--- src/rtl/cnn1d_pkg.sv ---
// cnn1d_pkg: shared types and helpers for the 1-D CNN datapath blocks.
package cnn1d_pkg;
    typedef enum logic {GPOOL_AVG = 1'b0, GPOOL_MAX = 1'b1} gpool_mode_t;
    typedef enum logic {ACCUM = 1'b0, DRAIN = 1'b1} gpool_state_t;
    function automatic int idx_w(input int n);
        return (n > 1) ? $clog2(n) : 1;
    endfunction
endpackage

--- src/rtl/div.sv ---
// div: pipelined unsigned divide by a constant, PIPE_WIDTH clken-enabled stages of latency.
module div #(
    parameter int WIDTH      = 16,
    parameter int QWIDTH     = 16,
    parameter int DIVISOR    = 2,
    parameter int PIPE_WIDTH = 2
) (
    input  logic              clk,
    input  logic              rst,
    input  logic              clken,
    input  logic [WIDTH-1:0]  dividend,
    output logic [QWIDTH-1:0] quotient
);
    logic [QWIDTH-1:0] pipe [PIPE_WIDTH];
    always_ff @(posedge clk) begin
        if (rst) begin
            for (int i = 0; i < PIPE_WIDTH; i++) pipe[i] <= '0;
        end else if (clken) begin
            pipe[0] <= QWIDTH'(dividend / WIDTH'(DIVISOR));
            for (int i = 1; i < PIPE_WIDTH; i++) pipe[i] <= pipe[i-1];
        end
    end
    assign quotient = pipe[PIPE_WIDTH-1];
endmodule

--- src/rtl/gpool_acc_bank.sv ---
// gpool_acc_bank: per-channel sum/max accumulators with per-channel clear and a channel read port.
module gpool_acc_bank
    import cnn1d_pkg::*;
#(
    parameter int ACC_WIDTH    = 20,
    parameter int NUM_CHANNELS = 4,
    parameter int CW           = 2
) (
    input  logic                 clk,
    input  logic                 rst,
    input  logic                 wr_en,
    input  logic                 wr_first,
    input  gpool_mode_t          wr_mode,
    input  logic [CW-1:0]        wr_chan,
    input  logic [ACC_WIDTH-1:0] wr_data,
    input  logic                 clr_en,
    input  logic [CW-1:0]        clr_chan,
    input  logic [CW-1:0]        rd_chan,
    output logic [ACC_WIDTH-1:0] rd_data
);
    logic [ACC_WIDTH-1:0] acc [NUM_CHANNELS];
    always_ff @(posedge clk) begin
        if (rst) begin
            for (int c = 0; c < NUM_CHANNELS; c++) acc[c] <= '0;
        end else begin
            for (int c = 0; c < NUM_CHANNELS; c++) begin
                if (wr_en && wr_chan == CW'(c))
                    acc[c] <= wr_first ? wr_data :
                              (wr_mode == GPOOL_MAX) ? ((wr_data > acc[c]) ? wr_data : acc[c]) :
                              acc[c] + wr_data;
                else if (clr_en && clr_chan == CW'(c))
                    acc[c] <= '0;
            end
        end
    end
    assign rd_data = acc[rd_chan];
endmodule

--- src/rtl/gpool_mc.sv ---
// gpool_mc: multi-channel global average/max pooling over a channel-interleaved ready/valid stream.
module gpool_mc
    import cnn1d_pkg::*;
#(
    parameter int DATA_WIDTH   = 12,
    parameter int NUM_CHANNELS = 4,
    parameter int POOL_SIZE    = 250,
    parameter int PIPE_WIDTH   = 4,
    localparam int CW          = idx_w(NUM_CHANNELS)
) (
    input  logic                  clk,
    input  logic                  rst,
    input  logic                  gpool_mode_in,
    output logic                  gpool_ready_in,
    input  logic                  gpool_valid_in,
    input  logic [DATA_WIDTH-1:0] gpool_data_in,
    input  logic                  gpool_ready_out,
    output logic                  gpool_valid_out,
    output logic [DATA_WIDTH-1:0] gpool_data_out,
    output logic [CW-1:0]         gpool_chan_out,
    output logic                  gpool_last_out
);
    localparam int SW = $clog2(POOL_SIZE);
    localparam int AW = DATA_WIDTH + SW;

    gpool_state_t state, state_nx;
    gpool_mode_t mode_q;
    logic [CW-1:0] chan_cnt, iss_cnt;
    logic [SW-1:0] samp_cnt;
    logic iss_done, beat, chan_wrap, samp_wrap, final_beat, stall_n, issue, iss_last, drain_done;
    logic [PIPE_WIDTH-1:0] vld_p, last_p, mode_p;
    logic [CW-1:0] chan_p [PIPE_WIDTH];
    logic [DATA_WIDTH-1:0] byp_p [PIPE_WIDTH];
    logic [AW-1:0] rd_data;
    logic [DATA_WIDTH-1:0] quot;

    assign gpool_ready_in = (state == ACCUM);
    assign beat       = gpool_valid_in & gpool_ready_in;
    assign chan_wrap  = (chan_cnt == CW'(NUM_CHANNELS - 1));
    assign samp_wrap  = (samp_cnt == SW'(POOL_SIZE - 1));
    assign final_beat = beat & chan_wrap & samp_wrap;
    assign stall_n    = ~gpool_valid_out | gpool_ready_out;
    assign issue      = (state == DRAIN) & ~iss_done & stall_n;
    assign iss_last   = (iss_cnt == CW'(NUM_CHANNELS - 1));
    // The pipe is empty once the only remaining valid entry is the one leaving this cycle.
    assign drain_done = iss_done & stall_n & ~|vld_p[PIPE_WIDTH-2:0];

    always_comb begin
        state_nx = (state == ACCUM) ? (final_beat ? DRAIN : ACCUM) : (drain_done ? ACCUM : DRAIN);
    end

    always_ff @(posedge clk) begin
        if (rst) begin
            state    <= ACCUM;
            chan_cnt <= '0;
            samp_cnt <= '0;
            mode_q   <= GPOOL_AVG;
            iss_cnt  <= '0;
            iss_done <= 1'b0;
        end else begin
            state <= state_nx;
            if (beat) begin
                chan_cnt <= chan_wrap ? '0 : chan_cnt + 1'b1;
                if (chan_wrap) samp_cnt <= samp_wrap ? '0 : samp_cnt + 1'b1;
                if (samp_cnt == '0 && chan_cnt == '0) mode_q <= gpool_mode_t'(gpool_mode_in);
            end
            if (issue) begin
                iss_cnt  <= iss_last ? '0 : iss_cnt + 1'b1;
                iss_done <= iss_last;
            end else if (state == DRAIN && drain_done) begin
                iss_done <= 1'b0;
            end
        end
    end

    always_ff @(posedge clk) begin
        if (rst) begin
            vld_p  <= '0;
            last_p <= '0;
            mode_p <= '0;
            for (int i = 0; i < PIPE_WIDTH; i++) begin
                chan_p[i] <= '0;
                byp_p[i]  <= '0;
            end
        end else if (stall_n) begin
            vld_p     <= {vld_p[PIPE_WIDTH-2:0], issue};
            last_p    <= {last_p[PIPE_WIDTH-2:0], issue & iss_last};
            mode_p    <= {mode_p[PIPE_WIDTH-2:0], mode_q == GPOOL_MAX};
            chan_p[0] <= iss_cnt;
            byp_p[0]  <= rd_data[DATA_WIDTH-1:0];
            for (int i = 1; i < PIPE_WIDTH; i++) begin
                chan_p[i] <= chan_p[i-1];
                byp_p[i]  <= byp_p[i-1];
            end
        end
    end

    gpool_acc_bank #(.ACC_WIDTH(AW), .NUM_CHANNELS(NUM_CHANNELS), .CW(CW)) u_bank (
        .clk      (clk),
        .rst      (rst),
        .wr_en    (beat),
        .wr_first (samp_cnt == '0),
        .wr_mode  (mode_q),
        .wr_chan  (chan_cnt),
        .wr_data  (AW'(gpool_data_in)),
        .clr_en   (issue),
        .clr_chan (iss_cnt),
        .rd_chan  (iss_cnt),
        .rd_data  (rd_data)
    );

    div #(.WIDTH(AW), .QWIDTH(DATA_WIDTH), .DIVISOR(POOL_SIZE), .PIPE_WIDTH(PIPE_WIDTH)) u_div (
        .clk      (clk),
        .rst      (rst),
        .clken    (stall_n),
        .dividend (rd_data),
        .quotient (quot)
    );

    assign gpool_valid_out = vld_p[PIPE_WIDTH-1];
    assign gpool_last_out  = last_p[PIPE_WIDTH-1];
    assign gpool_chan_out  = chan_p[PIPE_WIDTH-1];
    assign gpool_data_out  = mode_p[PIPE_WIDTH-1] ? byp_p[PIPE_WIDTH-1] : quot;
endmodule
--- config.mk ---
export PLATFORM = sky130hd
export DESIGN_NAME = gpool_mc
export DESIGN_NICKNAME = d
export VERILOG_FILES = /design/src/rtl/cnn1d_pkg.sv /design/src/rtl/div.sv /design/src/rtl/gpool_acc_bank.sv /design/src/rtl/gpool_mc.sv
export SDC_FILE = /design/constraint.sdc
export NUM_CORES = 1
export LEC_CHECK = 0
export CORE_MARGIN = 2
export CORE_UTILIZATION = 50
export DETAILED_ROUTE_END_ITERATION = 10
export PLACE_DENSITY = 0.66
export SYNTH_ARGS = -nofsm -noshare
export SYNTH_HDL_FRONTEND = slang
export SYNTH_SLANG_ARGS = --single-unit
--- constraint.sdc ---
create_clock -name clk -period 9.9 [get_ports clk]
set_clock_uncertainty 0.2 [all_clocks]
set_input_delay 1.98 -clock clk [delete_from_list [all_inputs] [get_ports clk]]
set_output_delay 1.98 -clock clk [all_outputs]
set_load 0.01 [all_outputs]
* Word level (Yosys, flattened, before mapping)
Memories as Yosys holds them, arrays and structs flattened. A register that Yosys moved wholly into a read port is not among the register bits. Cells that the tools add are included.
Storage, ports and cells: memories kept 4, logic and storage cells 158, bits in writable memories 184, input port bits 17, register bits after elaboration 27, output and inout port bits 17
Memory list:
- u_bank.acc | words 4, bits a word 20, read ports 5, clocked after memory_dff 1, write ports 4, line gpool_acc_bank.sv:21 | logic [ACC_WIDTH-1:0] acc [NUM_CHANNELS];
- byp_p | words 4, bits a word 12, read ports 4, clocked after memory_dff 0, write ports 4, line gpool_mc.sv:33 | logic [DATA_WIDTH-1:0] byp_p [PIPE_WIDTH];
- u_div.pipe | words 4, bits a word 12, read ports 4, clocked after memory_dff 0, write ports 4, line div.sv:14 | logic [QWIDTH-1:0] pipe [PIPE_WIDTH];
- chan_p | words 4, bits a word 2, read ports 4, clocked after memory_dff 0, write ports 4, line gpool_mc.sv:32 | logic [CW-1:0] chan_p [PIPE_WIDTH];
Cells by class: $lt $le $gt $ge 4, divide/modulo/power cells 1, equality and inequality tests 7, add/sub/neg operators 7, muxes and demuxes 76, bitwise operators 32, reductions and logical operators 18
Operators with widths (count):
- 2-to-1 mux 20 bit | 20
- 2-to-1 mux 12 bit | 9
- adder 20 x 12 -> 20 bit | 4
- greater-than comparator 12 x 20 -> 1 bit | 4
- 2-to-1 mux 1 bit | 38
- bitwise OR 1 bit | 21
- divider 20 x 8 -> 20 bit (second input constant) | 1
- 2-to-1 mux 2 bit | 8
- logical AND 1 bit | 10
- adder 8 x 1 -> 8 bit (second input constant) | 1
- bitwise AND 1 bit | 8
- == test 2 bit (second input constant) | 4
- == test 8 bit (second input constant) | 1
- logical NOT 8 bit | 1
- 2-to-1 mux 8 bit | 1
- adder 2 x 1 -> 2 bit (second input constant) | 2
- == test 2 x 1 -> 1 bit (second input constant) | 2
- logical NOT 2 bit | 2
- AND reduction 2 bit | 2
- NOT 1 bit | 3
- OR reduction 3 bit | 1
- nonzero test 2 bit | 1
- logical NOT 1 bit | 1

* Depth between registers and ports, before layout
word-level depth 9, depth in mapped cells 33, gate-level depth less buffers 28

* Modules after synthesis
A second synthesis with hierarchy kept.
Unflattened totals: cell total of the unflattened synthesis 2011, area total of the unflattened synthesis 18460.2 sq um
By module, submodules not included:
- gpool_acc_bank | area each 9935.8 sq um, cells each 1145, sequential area each 2402.3 sq um, times used 1
- div | area each 5014.8 sq um, cells each 577, sequential area each 1441.4 sq um, times used 1
- gpool_mc | area each 3509.6 sq um, cells each 289, sequential area each 2222.1 sq um, times used 1

* Worst setup path before layout
OpenSTA, ideal clock, no wires.
kind flip-flop to flip-flop, start point register (tool-made name), end point memory u_div.pipe[0][1] in the netlist's numbering, data pin, cell stages (with the launch flop) 31, path buffers 4, period minus slack after synthesis 7.926 ns, data required time 9.445 ns, setup slack 1.974 ns, data arrival time 7.471 ns, setup time 0.255 ns, cell sequence dfxtp_1 > buf_6 > mux4_2 > or2_1 > a31o_1 > a21oi_4 > o31ai_4 > o32a_1 > and3_1 > buf_2 > o31a_1 > o211a_4 > buf_2 > nor4_1 > mux2_2 > a21oi_1 > nor3_2 > nor3_1 > a211oi_2 > a31oi_4 > nor2_1 > a211o_1 > buf_2 > a211oi_1 > nor3_4 > nor3_2 > a31oi_4 > maj3_2 > a21oi_1 > o21ai_0 > and2_1
RTL lines (line):
- end: declaration | div.sv:14

==> impl_metrics.env <==
export IMPL_max_slew_margin_pct=20.5
export IMPL_fmax_mhz=108
export IMPL_power_net_switching_mw=1.11
export IMPL_critPathBufInv=1
export IMPL_fin_crit_sh_pct=93.8
export IMPL_numPortBuffers=33
export IMPL_cp_top_family="compound AO/OA/AOI/OAI gates"
export IMPL_clock_latency_ps=530
export IMPL_endpoint_kind="flop"
export IMPL_synth_cell_area_mm2=0.0158
export IMPL_cts_tree="yes"
export IMPL_preCtsSetupSlack_ps=379
export IMPL_drt_first_pass_iters=5
export IMPL_h_tree_depth=1
export IMPL_synth_seq_cells=213
export IMPL_synthArstFlopShare_pct=0
export IMPL_slew_viol_final=0
export IMPL_drt_iter0_markers=1071
export IMPL_hold_path_class="flop to flop"
export IMPL_critPathArrivalTime_ps=9460
export IMPL_postPlaceCellArea_mm2=0.0165
export IMPL_n_fill_cell=2791
export IMPL_worst_slew_pin_transition_ps=1190
export IMPL_fin_nets=1816
export IMPL_postLayoutCoreUtil_pct=55.3
export IMPL_rows=65
export IMPL_p_sw_share_pct=36.2
export IMPL_hold_worst_slack_ps=249
export IMPL_synth_distinct_cells=100
export IMPL_cp_slowest_cell="mux4_2"
export IMPL_ant_nets=0
export IMPL_leakagePower_nw=6.51
export IMPL_avgSynthCellArea_um2=9.46
export IMPL_routabilityCongestion=0.896
export IMPL_clk_pin_slew_ps=60
export IMPL_wl_per_cell_um=17.4
export IMPL_setup_viol=0
export IMPL_synth_edf_count=184
export IMPL_die_height_um=182
export IMPL_grt_setup_unrepaired="false"
export IMPL_drc_errors=0
export IMPL_die_area_mm2=0.0331
export IMPL_dpl_hpwl_mm=27.0
export IMPL_die_w_um=182
export IMPL_grt_max_degree=95
export IMPL_cts_sinks=213
export IMPL_ys_seq_area_share_pct=38.6
export IMPL_grt_util_met3_pct=2.25
export IMPL_synth_nets=1800
export IMPL_clock_power_share_pct=28.2
export IMPL_fin_crit_ps=9290
export IMPL_worst_slack_ps=614
export IMPL_startpoint_type="flop"
export IMPL_drive_gt1_share_pct=9.15
export IMPL_clockBufferDepth=3
export IMPL_gr_usage_all_layers_pct=21.9
export IMPL_synth_ff_type="edfxtp_1"
export IMPL_cts_hold_buf=0
export IMPL_power_density_mw_per_mm2=176
export IMPL_vdd_drop_max_mv=0.142
export IMPL_internal_power_mw=1.95
export IMPL_yosys_warnings=0
export IMPL_boundaryPins=34
export IMPL_cap_violations=0
export IMPL_cts_buffers=24
export IMPL_wl_mm=36.7
export IMPL_antenna_found_initial=0
export IMPL_final_area_mm2=0.0173
export IMPL_grt_util_met2_pct=35.7
export IMPL_hold_violations=0
export IMPL_status="complete, no violations"
export IMPL_viasPerCell=5.95
export IMPL_comb_power_share_pct=37.3
export IMPL_grt_pass1_vias=11700
export IMPL_synth_cells=1672
export IMPL_area_delta_synth_final_pct=9.63
export IMPL_grt_overflow_total=0
export IMPL_crit_required_ps=10080
export IMPL_num_vias=12500
export IMPL_met1_usage_pct=30.7
export IMPL_start_util_pct=50.4
export IMPL_cp_max_fo=26
export IMPL_grt_pass1_wl_mm=59.4
export IMPL_slowest_delay_ps=770
export IMPL_cts_root_buffer="clkbuf_16"
export IMPL_top_usage_layer="met2"
export IMPL_finalSetupTns_ps=0
export IMPL_core_area_mm2=0.0314
export IMPL_seq_power_share_pct=34.5
export IMPL_insertedDiodeCount=0
export IMPL_critPathKind="flop to flop"
==> worst reg2reg max path, stage by stage, from the launching register on <==
cell and delay, ps:
dfxtp_2 490, mux4_2 770, o21ai_0 310, a21oi_1 130, o21a_1 280, o31ai_4 560
o32a_1 310, a21oi_1 180, o31a_1 390, o211a_4 340, or4_4 610, o211ai_1 260
o211ai_1 190, a41oi_2 420, buf_4 240, mux2_2 340, o22ai_1 280, a221oi_4 130
nor3_2 390, o221ai_2 220, a211oi_2 420, a211oi_1 150, or2_1 340, nor4_2 320
mux2i_1 320, nor4b_1 260, a211oi_1 120, o22ai_1 180
==> worst paths after layout <==
path / start / slack [ps] / cells after the start / to
worst min-delay path: last_p[3]$_SDFFE_PP0N_ / 250 / 2 / last_p[3]$_SDFFE_PP0N_
worst min register to register: last_p[3]$_SDFFE_PP0N_ / 250 / 2 / last_p[3]$_SDFFE_PP0N_
worst max register to register: flop / 610 / 27 / u_div.pipe[0][0]$_SDFFCE_PN0P_
worst max-delay path: flop / 610 / 27 / u_div.pipe[0][0]$_SDFFCE_PN0P_
==> synthesized netlist by cell type (16+ instances only) <==
| library cell | n | share of area [%] |
|---|---|---|
| nand2_1 | 97 | 2.3 |
| a211oi_1 | 68 | 3.2 |
| a21o_1 | 19 | 0.90 |
| nand2b_1 | 16 | 0.63 |
| and3_1 | 20 | 0.79 |
| mux2_2 | 19 | 1.4 |
| nor2_1 | 290 | 6.9 |
| dfxtp_1 | 29 | 3.7 |
| o211ai_1 | 21 | 1.0 |
| and2_1 | 95 | 3.8 |
| nand4_1 | 18 | 0.71 |
| ha_1 | 107 | 8.5 |
| nand3_1 | 34 | 1.1 |
| o21ai_0 | 57 | 1.8 |
| clkbuf_1 | 40 | 0.95 |
| inv_1 | 71 | 1.7 |
| edfxtp_1 | 184 | 35 |
| xor2_1 | 30 | 1.7 |
| mux2i_1 | 16 | 1.0 |
| nor4_1 | 18 | 0.71 |
| o21a_1 | 18 | 0.85 |
| mux4_2 | 16 | 2.3 |
| a21oi_1 | 74 | 2.3 |
| nor3_1 | 21 | 0.66 |
| xnor2_1 | 68 | 3.8 |
==> layer usage <==
layer  wire length, um  up-vias  share of wire, %
li1                  -     6158                 -
met1             17100     5991                47
met2             16800      313                46
met3              1750       62               4.8
met4              1030        0               2.8
met5                 0        -                 0
==> area by class of cell <==
class | instances | area [um^2] | area share, %
Sequential cell | 213 | 6110 | 35.2
Clock inverter | 16 | 145 | 0.837
Clock buffer | 26 | 608 | 3.50
Multi-Input combinational cell | 1327 | 9250 | 53.3
Inverter | 71 | 267 | 1.54
Timing Repair Buffer | 51 | 465 | 2.68
Tap cell | 402 | 503 | 2.90
==> registers in the layout, summed over array words and instances, names as in the netlist, named ones only <==
| name | cells |
|---|---|
| vld_p | 4 |
| u_bank.acc | 80 |
| iss_done | 1 |
| byp_p | 48 |
| u_div.pipe | 48 |
| last_p | 4 |
| samp_cnt | 8 |
| mode_q | 1 |
| iss_cnt | 2 |
| state | 1 |
| chan_p | 8 |
| chan_cnt | 2 |
| mode_p | 4 |
==> through the flow <==
stage,total power [mW],instances
after global routing,3.23,2106
after global placement,2.19,2060
after detailed placement,2.19,2060
final,3.06,2106
after floorplan,1.97,1672
after CTS,3.07,2102
==> layout by cell type, fill, tap and decap left out, drive strengths merged, types with 33 or more instances in the layout <==
| cell type | count |
|---|---|
| xnor2 | 68 |
| clkdlybuf4s50 | 33 |
| nand2 | 97 |
| a21oi | 78 |
| o21ai | 65 |
| and2 | 96 |
| inv | 72 |
| nor2 | 291 |
| ha | 107 |
| edfxtp | 184 |
| nand3 | 34 |
| a211oi | 73 |
==> timing repair <==
item,CTS,global route
resized for setup,0,8
buffers inserted,0,4
endpoints found under the setup margin,0,2
==> cells by family (layout without fill, tap and decap cells) <==
kind of cell | count (synthesis) | after routing | share of synthesized area (%)
AOI/OAI and AO/OA | 387 | 387 | 17.7
xor gates and xnor gates | 98 | 98 | 5.42
and+or+nand+nor | 674 | 674 | 20.9
muxes | 54 | 54 | 4.92
buffers and inverters | 132 | 164 | 3.35
DFF | 213 | 213 | 38.6
adders and majority gates | 114 | 114 | 9.16
==> power by group through the flow <==
stage               registers, mW  clock network [mW]  logic (mW)
detailed placement           1.07                   0        1.12
floorplan                    1.06                   0       0.902
global placement             1.07                   0        1.11
finish                       1.06               0.863        1.14
global route                 1.06               0.909        1.25
CTS                          1.06               0.884        1.13
Note: power is estimated with default switching activity, not from simulation.
